$ cat src/rtl/victim_buffer.sv
// rtl/victim_buffer.sv - fully associative victim buffer between L1 and L2 with dirty-line writeback
module victim_buffer #(
    parameter int TAG_W   = 12,
    parameter int DATA_W  = 128,
    parameter int ENTRIES = 4,
    localparam int IDX_W  = $clog2(ENTRIES)
) (
    input  logic              clk,
    input  logic              rst_n,
    input  logic              lookup_valid,
    input  logic [TAG_W-1:0]  lookup_tag,
    output logic              lookup_done,
    output logic              hit,
    output logic [IDX_W-1:0]  hit_idx,
    output logic [DATA_W-1:0] hit_data,
    output logic              hit_dirty,
    input  logic              insert_valid,
    output logic              insert_ready,
    input  logic [TAG_W-1:0]  insert_tag,
    input  logic [DATA_W-1:0] insert_data,
    input  logic              insert_dirty,
    input  logic              inv_valid,
    input  logic [IDX_W-1:0]  inv_idx,
    output logic              wb_valid,
    input  logic              wb_ready,
    output logic [TAG_W-1:0]  wb_tag,
    output logic [DATA_W-1:0] wb_data
);

    typedef enum logic {IDLE = 1'b0, WB_WAIT = 1'b1} state_t;

    state_t              state_q, state_d;
    logic [ENTRIES-1:0]  valid_q;
    logic [ENTRIES-1:0]  dirty_q;
    logic [TAG_W-1:0]    tag_q  [ENTRIES];
    logic [DATA_W-1:0]   data_q [ENTRIES];
    logic [IDX_W-1:0]    repl_ptr;

    logic                lk_match;
    logic [IDX_W-1:0]    lk_idx;
    logic                ins_match;
    logic [IDX_W-1:0]    ins_match_idx;
    logic                free_found;
    logic [IDX_W-1:0]    free_idx;
    logic [IDX_W-1:0]    target;
    logic                use_repl;
    logic                insert_accept;
    logic                start_wb;

    // Parallel tag compare for lookup and insert, plus lowest free slot search
    always_comb begin
        lk_match      = 1'b0;
        lk_idx        = '0;
        ins_match     = 1'b0;
        ins_match_idx = '0;
        free_found    = 1'b0;
        free_idx      = '0;
        for (int i = 0; i < ENTRIES; i++) begin
            if (valid_q[i] && tag_q[i] == lookup_tag) begin
                lk_match = 1'b1;
                lk_idx   = IDX_W'(i);
            end
            if (valid_q[i] && tag_q[i] == insert_tag) begin
                ins_match     = 1'b1;
                ins_match_idx = IDX_W'(i);
            end
            if (!valid_q[i] && !free_found) begin
                free_found = 1'b1;
                free_idx   = IDX_W'(i);
            end
        end
        use_repl = !ins_match && !free_found;
        if (ins_match)       target = ins_match_idx;
        else if (free_found) target = free_idx;
        else                 target = repl_ptr;
    end

    assign insert_accept = insert_valid && insert_ready;
    // Only a replaced line that is both valid and dirty needs to reach L2
    assign start_wb      = insert_accept && use_repl && valid_q[repl_ptr] && dirty_q[repl_ptr];

    always_ff @(posedge clk or negedge rst_n) begin
        if (!rst_n) state_q <= IDLE;
        else        state_q <= state_d;
    end

    always_comb begin
        state_d = state_q;
        case (state_q)
            IDLE:    if (start_wb) state_d = WB_WAIT;
            WB_WAIT: if (wb_ready) state_d = IDLE;
            default: state_d = IDLE;
        endcase
    end

    always_comb begin
        insert_ready = (state_q == IDLE);
        wb_valid     = (state_q == WB_WAIT);
    end

    // Invalidate is applied first so a same-slot insert overrides it
    always_ff @(posedge clk or negedge rst_n) begin
        if (!rst_n) begin
            valid_q  <= '0;
            dirty_q  <= '0;
            repl_ptr <= '0;
            for (int i = 0; i < ENTRIES; i++) begin
                tag_q[i]  <= '0;
                data_q[i] <= '0;
            end
        end else begin
            if (inv_valid) begin
                valid_q[inv_idx] <= 1'b0;
                dirty_q[inv_idx] <= 1'b0;
            end
            if (insert_accept) begin
                valid_q[target] <= 1'b1;
                tag_q[target]   <= insert_tag;
                data_q[target]  <= insert_data;
                dirty_q[target] <= ins_match ? (dirty_q[target] | insert_dirty) : insert_dirty;
                if (use_repl) repl_ptr <= repl_ptr + IDX_W'(1);
            end
        end
    end

    always_ff @(posedge clk or negedge rst_n) begin
        if (!rst_n) begin
            wb_tag  <= '0;
            wb_data <= '0;
        end else if (start_wb) begin
            wb_tag  <= tag_q[repl_ptr];
            wb_data <= data_q[repl_ptr];
        end
    end

    always_ff @(posedge clk or negedge rst_n) begin
        if (!rst_n) begin
            lookup_done <= 1'b0;
            hit         <= 1'b0;
            hit_idx     <= '0;
            hit_data    <= '0;
            hit_dirty   <= 1'b0;
        end else begin
            lookup_done <= lookup_valid;
            hit         <= lookup_valid && lk_match;
            hit_idx     <= (lookup_valid && lk_match) ? lk_idx : '0;
            hit_data    <= (lookup_valid && lk_match) ? data_q[lk_idx] : '0;
            hit_dirty   <= lookup_valid && lk_match && dirty_q[lk_idx];
        end
    end

endmodule

$ cat config.mk
export PLATFORM = sky130hd
export DESIGN_NAME = victim_buffer
export DESIGN_NICKNAME = d
export VERILOG_FILES = /design/src/rtl/victim_buffer.sv
export SDC_FILE = /design/constraint.sdc
export NUM_CORES = 1
export LEC_CHECK = 0
export BUFFER_PORTS_ARGS = -buffer_cell sky130_fd_sc_hd__buf_2
export CAP_MARGIN = 20
export CELL_PAD_IN_SITES_DETAIL_PLACEMENT = 1
export CELL_PAD_IN_SITES_GLOBAL_PLACEMENT = 1
export CORE_AREA = 8 8 279 281
export DETAILED_ROUTE_END_ITERATION = 16
export DIE_AREA = 0 0 287 289
export PLACE_DENSITY_LB_ADDON = 0.1
export SLEW_MARGIN = 20
export SYNTH_ARGS = -nofsm -noshare
export SYNTH_HDL_FRONTEND = slang
export SYNTH_SLANG_ARGS = --single-unit
$ cat constraint.sdc
create_clock -name clk -period 6.7 [get_ports clk]
set_clock_uncertainty 0.15 [all_clocks]
set_input_delay 1.675 -clock clk [delete_from_list [all_inputs] [get_ports clk]]
set_output_delay 1.675 -clock clk [all_outputs]
set_load 0.005 [all_outputs]
==> impl_results.md <==
* Status: finished, final reports clean
* CTS Sinks at between 800 and 900
* Tmin final at ~4.5 ns
* Critical Path AT at approximately 5 ns
* Routed wire length at ~120000 µm
* CP Launch Type: input port
* Reg2Reg Launch Point: repl_ptr[1]
* Crit path max fanout at 31
* Worst-path clk slew at 0.06 ns
* Yosys warnings at 0
* Worst r2r path cells at 4
* Die Footprint at between 0.08 and 0.09 mm²
* WL per Instance at roughly 30 µm
* Drt first pass iters at 7
* Max H-tree Level at 3
* CTS tree: built
* Post-synth EDFFs at 0
* Number of global-route vias before repair at approximately 30000
* Bufs on Longest Clock Path at 3
* Crit path max-delay family: compound AO/OA/AOI/OAI gates
* Drt drc at 0
* Max Fclk at 224 MHz
* Worst R2R End: wb_data[117]
* Top FF cell, synth: dfrtp_1
* Pwr/cell area at ~480 mW/mm²
* Post-route worst setup slack at around 2.2 ns
* Synth unique cells at 44
* Synthesized flop and latch total at 844
* Port Buffers at 435
* Final setup viols at 0
* DP Worst Slack at roughly 1.6 ns
* Setup repair bufs after CTS at 0
* Hold_buf cts at 0
* Cell taking the most area after synthesis: dfrtp_1
* Worst-skew pair later-pin latency at around 0.65 ns
* Async SR Flop Fraction at 100%
* CP max-delay cell: nor4_1
* Mapped Nets at between 2000 and 3000
* Core footprint at 0.0736 mm²
* Min-Delay Path Class: reg2reg
* Die width at around 290 µm
* Total CTS buffers at 93
* Leak at ~20 nW
* Crit-path cells: buf_2, xnor2_1, nand4_1, nor4_1, o2111a_2, buf_4, o21ai_0, a22oi_1
* Worst-margin pin slew at roughly 1.0 ns
* Cells after synthesis at 2743
* Share of cells above drive strength 1 at about two fifths
* TNS Setup at 0 ns
* Placement Rows at 100
* Share of the synthesized area in the top cell type at 54.8%
* CP startpoint: lookup_tag[8]
* CTS Root Cell: clkbuf_16
* # nets final at ~3300
* DR iter-0 viols at about 1600
* Required @ worst endpoint at between 7 and 8 ns
* Worst path bufs/invs at 2
* Synth area leaders: dfrtp_1, mux2_2, mux4_2
* Gpl congestion at 0.897
* Syn Area/Cell at between 10 and 15 µm²
* Io pins at 436
* Die height at 289 µm
* Total GRT Usage at 29.3%
* Sequential fraction of the synthesis area at between 50% and 60%
* Final hold vios at 0
* Post-DRT Antenna Nets at 0
* Area growth syn-to-layout at 16.5%
* Worst slew margin at between 30% and 40%
* CP max stage delay at between 0.8 and 0.9 ns
* Setup crit end kind: register
* RSZ-0062 raised after global routing: no
* Synthesized area at about 0.039 mm²
* Critical path depth at 8
* Peak VDD IR at between 0.3 and 0.4 mV
* Initial antenna violation count at 35
* Max_cap viols at 0
* Largest net degree at the start of global routing at approximately 120
* CP Class: in2reg
* R2r setup slk at between 2 and 3 ns
* Remaining global-route overflow at 0
* Setup crit end: hit_data[44]
* Post-DR vias/cell at 6.28
* DP HPWL at about 74000 µm
* Final worst path period share at 66.5%
* Max-slew violations at 0
* Global-route wire length before repair at 188000 µm
* Routed via count at between 20000 and 30000
* Overall power at 21.4 mW
* Cts repair resizes at 0
* Initial Util at 52.4%
[kinds of logic (layout without fill, tap and decap cells)]
kind of cell           count (synthesis)  count (layout)  share of synthesized area (%)
multiplexers                         844             844                           28.7
AND/OR/NAND/NOR                      341             341                           4.11
AO/OA/AOI/OAI                        391             391                           7.43
buffers and inverters                225             653                           2.69
XOR/XNOR                              98              98                           2.23
flip-flops                           844             844                           54.8
other                                  0              25                              0
[where the power goes]
part           leakage, nW  internal [mW]  total [mW]  switching [mW]
clock network         1.57           3.23        5.35            2.12
registers             10.5           7.26        9.18            1.92
logic                 7.90           3.99        6.85            2.86
total                 20.0           14.5        21.4            6.90
[final cells by class]
class | count | area [µm²]
flip-flops and latches | 844 | 21100
well taps | 969 | 1210
clock inverters | 31 | 449
repair buffers | 480 | 2800
multi-input cells | 1674 | 16500
diodes | 25 | 62.6
clock buffers | 138 | 2760
fillers | 7038 | 28700
inverters | 4 | 15.0
[stage by stage]
| stage | utilization (%) | hold slack (ns) | std cells | instance area (µm²) |
|---|---|---|---|---|
| 3_3_place_gp | 56.6 | 0.332 | 3970 | 41600 |
| 6_report | 61.0 | 0.349 | 4165 | 44900 |
| 3_5_place_dp | 56.6 | 0.338 | 3970 | 41600 |
| 5_1_grt | 61.0 | 0.366 | 4158 | 44900 |
| 2_1_floorplan | - | 0.321 | 2743 | 38500 |
| 4_1_cts | 60.9 | 0.352 | 4139 | 44800 |
[cell usage after synthesis, types with 57 or more instances]
| cell type | number |
|---|---|
| xnor2_1 | 86 |
| mux2_1 | 170 |
| a211oi_1 | 73 |
| o221ai_1 | 128 |
| o21ai_0 | 118 |
| clkbuf_1 | 130 |
| nand2_1 | 96 |
| and2_1 | 57 |
| mux4_2 | 140 |
| mux2_2 | 530 |
| nor2_1 | 136 |
| dfrtp_1 | 844 |
[placed cells by master, fill, tap and decap left out, types with 3 or more instances in the layout]
cell,n
a211oi_1,73
a22oi_1,56
and2_1,57
buf_12,20
buf_2,433
buf_4,25
bufinv_16,10
clkbuf_1,21
clkbuf_16,95
clkbuf_8,22
clkinv_2,12
clkinvlp_4,4
dfrtp_1,842
diode_2,25
inv_1,4
mux2_1,170
mux2_2,530
mux2i_1,4
mux4_2,140
nand2_1,95
nand3_1,12
nand4_1,16
nor2_1,135
nor4_1,5
o21ai_0,118
o221ai_1,128
or4_1,3
xnor2_1,86
xor2_1,12
[sequential cells by signal, indices dropped and copies added, names as in the netlist, 4 cells and up]
signal	cells
wb_tag	12
hit_data	128
dirty_q	4
tag_q	48
data_q	512
wb_data	128
valid_q	4
[routing by layer]
metal	routed length (µm)	track usage [%]
met1	48100	36.6
met2	61100	48.7
met3	7820	6.57
met4	4440	13.6
met5	105	0
[how the worst min path moves through the flow]
stage / end / startpoint / depth (start not counted) / slack [ns]
after CTS: wb_data[80] / wb_data[80] / 1 / 0.35
after floorplan: data_q[434] / data_q[434] / 1 / 0.32
after global placement: data_q[481] / data_q[481] / 1 / 0.33
after global routing: wb_tag[9] / wb_tag[9] / 1 / 0.37
final: wb_data[80] / wb_data[80] / 1 / 0.35
after detailed placement: wb_data[118] / wb_data[118] / 1 / 0.34
(Power assumes the default switching activity.)
